### src/rtl/ahb_bus_arbiter.sv
// ahb_bus_arbiter - AMBA2 AHB bus arbiter.
// Shares one AHB bus among NUM_MASTERS masters. It drives a registered one-hot
// HGRANT, and the HMASTER/HMASTLOCK signals that steer the address and data muxes.
// It handles fixed-length bursts, undefined-length INCR bursts, locked transfers
// and a default master that owns the bus when no master is requesting.
//
// Build option: define ARB_ROUND_ROBIN_EN to select round-robin priority.
// When the macro is left undefined, fixed priority applies and the lowest index wins.
module ahb_bus_arbiter #(
  parameter int NUM_MASTERS    = 4,
  parameter int DEFAULT_MASTER = 0,
  parameter int MW             = $clog2(NUM_MASTERS)  // derived; leave at default
) (
  input  logic                   HCLK,
  input  logic                   HRESET,
  input  logic [NUM_MASTERS-1:0] HBUSREQ,
  input  logic [NUM_MASTERS-1:0] HLOCK,
  input  logic [1:0]             HTRANS,
  input  logic [2:0]             HBURST,
  input  logic                   HREADY,
  output logic [NUM_MASTERS-1:0] HGRANT,
  output logic [MW-1:0]          HMASTER,
  output logic                   HMASTLOCK
);

  // HTRANS encodings.
  localparam logic [1:0] TR_IDLE   = 2'b00;
  localparam logic [1:0] TR_NONSEQ = 2'b10;
  localparam logic [1:0] TR_SEQ    = 2'b11;

  localparam logic [2:0] BU_SINGLE = 3'b000;

  localparam logic [NUM_MASTERS-1:0] ONE           = {{(NUM_MASTERS-1){1'b0}}, 1'b1};
  localparam logic [NUM_MASTERS-1:0] DEFAULT_GRANT = ONE << DEFAULT_MASTER;
  localparam logic [MW-1:0]          DEFAULT_IDX   = MW'(DEFAULT_MASTER);

  typedef enum logic [1:0] {
    ST_IDLE,   // default master parked on the bus, nobody requesting
    ST_OWN,    // single / INCR owner
    ST_BURST,  // fixed-length burst in progress, beat counter active
    ST_LOCK    // owner holds the bus while its HLOCK stays high
  } state_t;

  // Return the beat count of a fixed-length burst. Return 0 for SINGLE or INCR.
  function automatic logic [4:0] burst_len(input logic [2:0] burst);
    logic [4:0] len;
    len = 5'd0;
    case (burst)
      3'b010, 3'b011: len = 5'd4;   // WRAP4 / INCR4
      3'b100, 3'b101: len = 5'd8;   // WRAP8 / INCR8
      3'b110, 3'b111: len = 5'd16;  // WRAP16 / INCR16
      default:        len = 5'd0;
    endcase
    return len;
  endfunction

  state_t                 r_state;
  state_t                 w_state_nxt;
  state_t                 w_rearb_state;
  logic [NUM_MASTERS-1:0] r_grant;
  logic [NUM_MASTERS-1:0] w_grant_nxt;
  logic [MW-1:0]          r_owner;        // index of the granted master
  logic [MW-1:0]          w_owner_nxt;
  logic [MW-1:0]          r_master;
  logic                   r_mastlock;
  logic [4:0]             r_beat_cnt;
  logic [4:0]             w_beat_cnt_nxt;
  logic [4:0]             r_burst_len;
  logic [4:0]             w_burst_len_nxt;
  logic [MW-1:0]          w_winner;
  int                     w_rr_best;

  logic w_trans_idle;
  logic w_accept;
  logic w_nonseq_acc;
  logic w_single_acc;
  logic w_start_burst;
  logic w_owner_req;
  logic w_owner_lock;
  logic w_any_req;
  logic w_handover_beat;
  logic w_last_beat;
  logic w_early_term;
  logic w_rearb;

  // A beat counts only when the slave completes it and it carries real data.
  // BUSY and IDLE beats never count.
  assign w_trans_idle  = (HTRANS == TR_IDLE);
  assign w_accept      = HREADY && ((HTRANS == TR_NONSEQ) || (HTRANS == TR_SEQ));
  assign w_nonseq_acc  = w_accept && (HTRANS == TR_NONSEQ);
  assign w_single_acc  = w_nonseq_acc && (HBURST == BU_SINGLE);
  assign w_start_burst = w_nonseq_acc && (burst_len(HBURST) != 5'd0);
  assign w_owner_req   = HBUSREQ[r_owner];
  assign w_owner_lock  = HLOCK[r_owner];
  assign w_any_req     = |HBUSREQ;

  // Grant moves when beat L-2 is accepted. The old owner still issues the last beat,
  // because HMASTER follows HGRANT one ready edge later.
  assign w_handover_beat = (r_state == ST_BURST) && w_accept && (HTRANS == TR_SEQ) &&
                           (r_beat_cnt == r_burst_len - 5'd2);
  assign w_last_beat     = (r_state == ST_BURST) && w_accept && (HTRANS == TR_SEQ) &&
                           (r_beat_cnt == r_burst_len - 5'd1);
  // An IDLE or a new NONSEQ in the middle of a burst ends the burst early.
  assign w_early_term    = (r_state == ST_BURST) && HREADY &&
                           (w_trans_idle || (HTRANS == TR_NONSEQ));

  // A held lock blocks every rearbitration, whatever the state.
  // In LOCK, rearbitration happens only once the owner releases HLOCK.
  assign w_rearb = HREADY && !w_owner_lock &&
                   ((r_state == ST_IDLE) || (r_state == ST_LOCK) ||
                    ((r_state == ST_OWN)   && (w_trans_idle || w_single_acc || !w_owner_req)) ||
                    ((r_state == ST_BURST) && (w_trans_idle || w_nonseq_acc || w_handover_beat)));

  // Pick the next owner from the current requests. DEFAULT_MASTER wins when nobody asks.
  always_comb begin
    // NOTE: every combinational output gets a default first, so no path can infer a latch.
    w_winner  = DEFAULT_IDX;
    w_rr_best = NUM_MASTERS;
`ifdef ARB_ROUND_ROBIN_EN
    // Distance 0 is the master just after the current owner. The owner itself is last.
    // The owner index doubles as the round-robin pointer: it moves only when the grant moves.
    for (int i = 0; i < NUM_MASTERS; i++) begin
      if (HBUSREQ[i] && (((i + NUM_MASTERS - 1 - int'(r_owner)) % NUM_MASTERS) < w_rr_best)) begin
        w_rr_best = (i + NUM_MASTERS - 1 - int'(r_owner)) % NUM_MASTERS;
        w_winner  = MW'(i);
      end
    end
`else
    for (int i = NUM_MASTERS - 1; i >= 0; i--) begin
      if (HBUSREQ[i]) begin
        w_winner = MW'(i);
      end
    end
`endif
  end

  // Choose the state to enter after a rearbitration.
  // A re-granted owner that starts a fixed burst at the same edge goes straight to BURST.
  always_comb begin
    w_rearb_state = ST_OWN;
    if (!w_any_req) begin
      w_rearb_state = ST_IDLE;
    end else if ((w_winner == r_owner) && w_start_burst) begin
      w_rearb_state = ST_BURST;
    end
  end

  // FSM state register.
  always_ff @(posedge HCLK) begin
    // NOTE: sequential state uses non-blocking assignments, so every register samples pre-edge values.
    if (HRESET) begin
      r_state <= ST_IDLE;
    end else begin
      r_state <= w_state_nxt;
    end
  end

  // FSM next-state logic.
  always_comb begin
    w_state_nxt = r_state;
    unique case (r_state)
      ST_IDLE: begin
        if (w_owner_lock)  w_state_nxt = ST_LOCK;
        else if (w_rearb)  w_state_nxt = w_rearb_state;
      end
      ST_OWN: begin
        if (w_owner_lock)       w_state_nxt = ST_LOCK;
        else if (w_rearb)       w_state_nxt = w_rearb_state;
        else if (w_start_burst) w_state_nxt = ST_BURST;
      end
      ST_BURST: begin
        if (w_rearb)                          w_state_nxt = w_rearb_state;
        else if (w_early_term || w_last_beat) w_state_nxt = ST_OWN;
      end
      ST_LOCK: begin
        if (w_rearb) w_state_nxt = w_rearb_state;
      end
      default: w_state_nxt = ST_IDLE;
    endcase
  end

  // FSM output logic: next grant, owner and beat-counter values.
  always_comb begin
    w_grant_nxt     = r_grant;
    w_owner_nxt     = r_owner;
    w_beat_cnt_nxt  = r_beat_cnt;
    w_burst_len_nxt = r_burst_len;

    if (w_rearb) begin
      w_grant_nxt = ONE << w_winner;
      w_owner_nxt = w_winner;
    end

    // When HREADY is low, nothing is accepted and the state stays put, so the counter holds.
    if (w_state_nxt != ST_BURST) begin
      w_beat_cnt_nxt = 5'd0;
    end else if (w_start_burst) begin
      w_beat_cnt_nxt  = 5'd1;
      w_burst_len_nxt = burst_len(HBURST);
    end else if (w_accept) begin
      w_beat_cnt_nxt = r_beat_cnt + 5'd1;
    end
  end

  // Grant and counter registers. HMASTER/HMASTLOCK change only on ready edges.
  always_ff @(posedge HCLK) begin
    if (HRESET) begin
      r_grant     <= DEFAULT_GRANT;
      r_owner     <= DEFAULT_IDX;
      r_master    <= DEFAULT_IDX;
      r_mastlock  <= 1'b0;
      r_beat_cnt  <= 5'd0;
      r_burst_len <= 5'd0;
    end else begin
      r_grant     <= w_grant_nxt;
      r_owner     <= w_owner_nxt;
      r_beat_cnt  <= w_beat_cnt_nxt;
      r_burst_len <= w_burst_len_nxt;
      if (HREADY) begin
        r_master   <= r_owner;
        r_mastlock <= HLOCK[r_owner];
      end
    end
  end

  assign HGRANT    = r_grant;
  assign HMASTER   = r_master;
  assign HMASTLOCK = r_mastlock;

endmodule

### config.mk
export PLATFORM = sky130hd
export DESIGN_NAME = ahb_bus_arbiter
export DESIGN_NICKNAME = d
export VERILOG_FILES = /design/src/rtl/ahb_bus_arbiter.sv
export SDC_FILE = /design/constraint.sdc
export NUM_CORES = 1
export LEC_CHECK = 0
export ABC_AREA = 0
export CAP_MARGIN = 20
export CELL_PAD_IN_SITES_DETAIL_PLACEMENT = 0
export CELL_PAD_IN_SITES_GLOBAL_PLACEMENT = 1
export CORE_AREA = 2 2 69 71
export DETAILED_ROUTE_END_ITERATION = 6
export DIE_AREA = 0 0 71 73
export GPL_TIMING_DRIVEN = 0
export PLACE_DENSITY_LB_ADDON = 0.1
export SYNTH_ARGS = -nofsm -noshare
export SYNTH_HDL_FRONTEND = slang
export SYNTH_SLANG_ARGS = --single-unit
### constraint.sdc
create_clock -name HCLK -period 2.7 [get_ports HCLK]
set_input_delay 0.54 -clock HCLK [delete_from_list [all_inputs] [get_ports HCLK]]
set_output_delay 0.54 -clock HCLK [all_outputs]
set_load 0.05 [all_outputs]
Word-level counts from Yosys, hierarchy flattened:

Cells that the tools add are included.
W data, S select, Z words.

* word-level logic and storage cells: 89
* input port bits: 16
* flip-flop bits (word level): 21

* eq/ne operators: 15
* shift-type cells: 1
* mux-type cells: 21
* reduce and logical (&&, ||, !) cells: 39
* bitwise gates (word level): 1
* $lt $le $gt $ge: 1
* add/subtract/negate cells: 3

Operators by type and width (number)
* $mux W2: 13
* $logic_and A1 B1 Y1: 15
* $pmux W5 S3: 1
* $eq A3 B3 Y1 const B: 4
* $eq A5 B5 Y1: 2
* $logic_or A1 B1 Y1: 10
* $eq A2 B2 Y1 const B: 4
* $pmux W2 S4: 1
* $reduce_or A2 Y1: 4
* $eq A3 B2 Y1 const B: 2
* $add A5 B1 Y5 const B: 1
* $reduce_bool A5 Y1: 1
* $sub A5 B1 Y5 const B: 1
* $sub A5 B2 Y5 const B: 1
* $bmux W1 S2: 2
* $logic_not A2 Y1: 2
* $mux W1: 4
* $reduce_or A4 Y1: 1
* $shl A1 B2 Y4 const A: 1
* $logic_not A3 Y1: 1
* $lt A2 B3 Y1 const B: 1
* $reduce_or A3 Y1: 1
* $eq A2 B1 Y1 const B: 1
* $eq A2 B2 Y1: 1
* other kinds (5): 6

Depth between registers and ports, before layout:

* depth after elaboration: 17
* depth in mapped cells: 11
* depth with buffers taken out: 10

Worst setup path after synthesis:

Ideal clock, no wire load.

* path kind: reg2reg
* from: reg r_burst_len[2]
* to: reg r_beat_cnt[1]
* period minus slack after synthesis: 2.400 ns
* required time: 2.640 ns
* slack: 0.300 ns
* setup time: 0.060 ns
* arrival: 2.340 ns
* path buffers: 1
* cell stages (with the launch flop): 12
* path through: dfxtp_1 inv_1 ha_1 xnor2_1 nor4_1 a31o_1 o21a_4 buf_6 mux2i_2 o22ai_2 nor3_2 and3_1

* cells in the longest elaborated chain, start to end: 12
* elaborated cells on any way between the ends: 20

Ends and longest elaborated chain
* from (decl): line 68 `logic [4:0] r_burst_len;`
* from (signal assigned): line 218 `r_burst_len <= w_burst_len_nxt;`
* $sub A5 B2 Y5: line 100 `(r_beat_cnt == r_burst_len - 5'd2);`
* $eq A5 B5 Y1: line 100
* $logic_and A1 B1 Y1: line 99 `assign w_handover_beat = (r_state == ST_BURST) && w_accept && (HTRANS == TR_SEQ) &&`
* $logic_or A1 B1 Y1: line 112 `((r_state == ST_BURST) && (w_trans_idle || w_nonseq_acc || w_handover_beat)));`
* $logic_and A1 B1 Y1: line 112
* $logic_or A1 B1 Y1: line 111 `((r_state == ST_OWN) && (w_trans_idle || w_single_acc || !w_owner_req)) ||`
* $logic_and A1 B1 Y1: line 109 `assign w_rearb = HREADY && !w_owner_lock &&`
* $mux W2, on equally long branches: line 168, 164, 176
* $mux W2, on equally long branches: line 167, 163
* $pmux W2 S4 (*): line 161 `unique case (r_state)`
* $ne A2 B2 Y1 (*): line 195 `if (w_state_nxt != ST_BURST) begin`
* $reduce_or A3 Y1 (no line) (*)
* to (signal assigned): line 217 `r_beat_cnt <= w_beat_cnt_nxt;`
* to (decl): line 66 `logic [4:0] r_beat_cnt;`

Every way passes the cells marked *; elsewhere a longest branch is shown, timed or not.
A chain may end at the register's enable or synchronous reset.

Worst setup path in the final report:

* from: in HREADY
* to: reg r_beat_cnt[4]

* cells in the longest elaborated chain, start to end: 14
* elaborated cells on any way between the ends: 34

Ends and longest elaborated chain
* from (decl): line 20 `input logic HREADY,`
* $logic_and A1 B1 Y1: line 89 `assign w_accept = HREADY && ((HTRANS == TR_NONSEQ) || (HTRANS == TR_SEQ));`
* $logic_and A1 B1 Y1: line 90 `assign w_nonseq_acc = w_accept && (HTRANS == TR_NONSEQ);`
* $logic_and A1 B1 Y1: line 91 `assign w_single_acc = w_nonseq_acc && (HBURST == BU_SINGLE);`
* $logic_or A1 B1 Y1 (2 in series): line 111
* $logic_and A1 B1 Y1: line 111
* $logic_or A1 B1 Y1: line 110 `((r_state == ST_IDLE) || (r_state == ST_LOCK) ||`
* $logic_or A1 B1 Y1: line 111
* $logic_and A1 B1 Y1: line 109
* $mux W2, on equally long branches: line 168, 164, 176
* $mux W2, on equally long branches: line 167, 163
* $pmux W2 S4: line 161
* $ne A2 B2 Y1: line 195
* $reduce_or A3 Y1 (no line)

Parallel ways exist; a longest one is shown, timed or not.

==> results.md <==
- Worst Hold Class: reg2reg
- Max Clk Rate: 385 MHz
- N_diodes: 0
- Net Sw Power: 446 uW
- Via Count: 1185
- Sequential fraction of the synthesis area: 29.6%
- Number of global-route vias before repair: 1147
- Placed Cells: 221
- Final WS setup: 0.102 ns
- Post-synthesis xor/xnor area fraction: 5.95%
- Sum of negative setup slack: 0 ns
- Startpoint Class: input port
- Initial antenna violation count: 0
- Crit path DAT: 2.76 ns
- Mux contribution to synthesized area: 10.8%
- Syn_nets: 168
- M2 GR Usage: 22.9%
- Post-synth ARST share: 0%
- Clock Tree Root: clkbuf_8
- EDFF count, synth: 0
- WS Path Type: in2reg
- Synth Warn #: 0
- Gr ovfl total: 0
- Later-pin clock latency in the skew report: 0.26 ns
- Reg power frac: 28.3%
- Core box area: 0.00454 mm^2
- Max Buffers Root-to-Sink: 2
- Rel. slew slack: 65.9%
- # setup viols final: 0
- Post-Synth Adder-Cell Area: 6.82%
- Largest family of logic cells by synthesized area: simple AND/OR/NAND/NOR gates
- DR vias/cell: 5.11
- Fin Clk Skew: 0.00237 ns
- Die height: 73 um
- M1 GR Usage: 17.7%
- PD cells: 649 mW/mm^2
- RSZ-0062 raised after global routing: false
- DRT Pass-1 Iters: 4
- Initial core utilization: 28.3%
- GP Congestion: 0.844
- Critical hold path startpoint: HGRANT[2]$_SDFFE_PP0P_
- Share of layout cells above drive strength 1: 19.7%
- Sink Count: 19
- Syn Area/Cell: 8.85 um^2
- Static Leakage: 0.727 nW
- Die width: 71 um
- First-pass GRT wire length: 5.58 mm
- Final non-filler cell total: 232
- Row count: 25
- Synth Register Bits: 19
- Clock share of power: 17.9%
- Clock slew at reported path FFs: 0.07 ns
- Fin crit period: 2.60 ns
- Top FF cell, synth: dfxtp_1
- Hold Buf Count CTS: 0
- Switching share of power: 38.7%
- Total track usage: 13.9%
- WL final: 3.39 mm
- Die area: 0.00518 mm^2
- Max Cap Violations: 0
- Pin count of the biggest net entering global routing: 12
- Post-route ant nets: 0
- GRT met3 Usage: 2.90%
- Peak VDD IR: 0.266 mV
- CTS buffer count: 3
- Max FO, Critical Path: 7
- Status: finished, final reports clean
- Syn Inst Count: 145
- Crit. End Element: flop
- Final HPWL DP: 2.48 mm
- IO Count: 23
- Required @ worst endpoint: 2.86 ns
- Most Crowded Layer GR: met2
- Final #Nets: 202
- Max Slew Vio Count: 0
- Slew @ Worst Pin: 0.510 ns
- Distinct cells, synth: 48
- Crit share post-route: 96.2%
- Logic pwr share: 53.8%
- PortBufs: 22
- DR iter-0 viols: 29
- Layout area overhead: 38.4%
- Pre-CTS WS: -0.646 ns
- Hold Vio Cnt, Final: 0
- Routed len/inst: 14.6 um
- DRC violations left: 0
- Post-synth design cell area: 0.00128 mm^2
- Int Pwr: 707 uW
- Final cell utilization of the core: 39.2%
- RR Startpoint: r_burst_len[2]$_SDFFE_PP0P_
- Compound-Gate Fraction of Synth Area: 18.3%
- Post-Synth Simple-Gate Area: 23.3%
- H-tree depth: 1
- CTS tree: done
- Crit path launch: HREADY
power groups by stage:
| stage | Sequential, mW | Clock, mW | Combinational, mW |
|---|---|---|---|
| global placement | 0.332 | 0 | 0.488 |
| detailed placement | 0.332 | 0 | 0.484 |
| finish | 0.326 | 0.206 | 0.621 |
| CTS | 0.326 | 0.222 | 0.556 |
| global route | 0.328 | 0.230 | 0.682 |
| floorplan | 0.356 | 0 | 0.336 |
layout by cell type (no fill, tap or decap), types with 2 or more instances in the layout:
| cell type | count |
|---|---|
| dfxtp_1 | 18 |
| nor2_1 | 16 |
| clkdlybuf4s50_1 | 16 |
| inv_1 | 9 |
| buf_4 | 8 |
| nand2_1 | 6 |
| o21ai_0 | 6 |
| a21oi_1 | 6 |
| mux2i_1 | 6 |
| ha_1 | 6 |
| and3_1 | 5 |
| xnor2_1 | 5 |
| dlymetal6s2s_1 | 5 |
| nand2b_1 | 4 |
| nand4_1 | 4 |
| nand3_1 | 3 |
| nand4b_1 | 3 |
| clkbuf_8 | 3 |
| mux4_2 | 2 |
| o21bai_1 | 2 |
| nor3_1 | 2 |
| mux2i_2 | 2 |
| nor2b_1 | 2 |
| a211oi_1 | 2 |
repair_timing:
item	CTS	global route
buffers inserted	3	4
pin swaps	5	10
resized for setup	9	18
endpoints found under the setup margin	9	9
cells in the mapped netlist (all sizes together) (3+ instances only):
cell | instances | area share, %
mux2i | 9 | 7.3
nor2 | 17 | 5.0
and3 | 5 | 2.4
nor3 | 3 | 1.6
a21oi | 7 | 2.7
ha | 7 | 6.8
nand4b | 3 | 2.0
nand2b | 4 | 1.9
o21ai | 7 | 2.7
xnor2 | 5 | 3.4
nand3 | 3 | 1.2
buf | 4 | 2.2
dfxtp | 19 | 30
nand4 | 4 | 1.9
inv | 9 | 2.6
nor2b | 3 | 1.5
nand2 | 6 | 1.8
worst max-delay path: stages:
cell	delay, ns
clkdlybuf4s50_1	0.44
buf_6	0.14
and2_1	0.13
buf_4	0.15
and3_1	0.18
mux2i_2	0.22
nor2_2	0.10
a2111o_1	0.40
nand3b_1	0.18
nor3_4	0.08
and3_1	0.18
routing by layer:
| metal | wire length, um | vias up |
|---|---|---|
| met4 | 44 | 0 |
| li1 | - | 588 |
| met5 | 0 | - |
| met2 | 1630 | 28 |
| met1 | 1540 | 564 |
| met3 | 165 | 5 |
registers in the layout, summed over array words and instances (netlist names):
signal and cells:
HGRANT 4, r_beat_cnt 5, r_owner 2, r_burst_len 3, r_state 2, HMASTER 2, HMASTLOCK 1
path summary, 6_finish.rpt:
| kind | endpoint | slack, ns | cells after the start |
|---|---|---|---|
| hold / removal | HGRANT[2]$_SDFFE_PP0P_ | 0.48 | 2 |
| setup reg to reg | r_beat_cnt[4]$_SDFFE_PP0P_ | 0.14 | 11 |
| hold reg to reg | HGRANT[2]$_SDFFE_PP0P_ | 0.48 | 2 |
| setup / recovery | r_beat_cnt[4]$_SDFFE_PP0P_ | 0.10 | 11 |
cell families after synthesis:
| logic type | Yosys count |
|---|---|
| AO/OA/AOI/OAI | 32 |
| XOR/XNOR | 7 |
| adder cells (fa/ha/maj) | 7 |
| buffers and inverters | 14 |
| flip-flops | 19 |
| multiplexers | 11 |
| AND/OR/NAND/NOR | 55 |
cell type report:
class,count,area [um^2]
clock inverter,1,5.00
sequential,19,382
tap,54,67.6
clock buffer,3,41.3
timing repair buffer,29,284
fill,462,2760
buffer,5,42.5
inverter,9,33.8
multi-input combinational,112,921
stage by stage:
step,power (mW),hold slack (ns),area [um^2]
3_3_place_gp,0.820,0.458,1570
4_1_cts,1.10,0.480,1680
5_1_grt,1.24,0.490,1780
6_report,1.15,0.476,1780
3_5_place_dp,0.817,0.466,1570
2_1_floorplan,0.692,0.444,1280
Note: power is estimated with default switching activity, not from simulation.
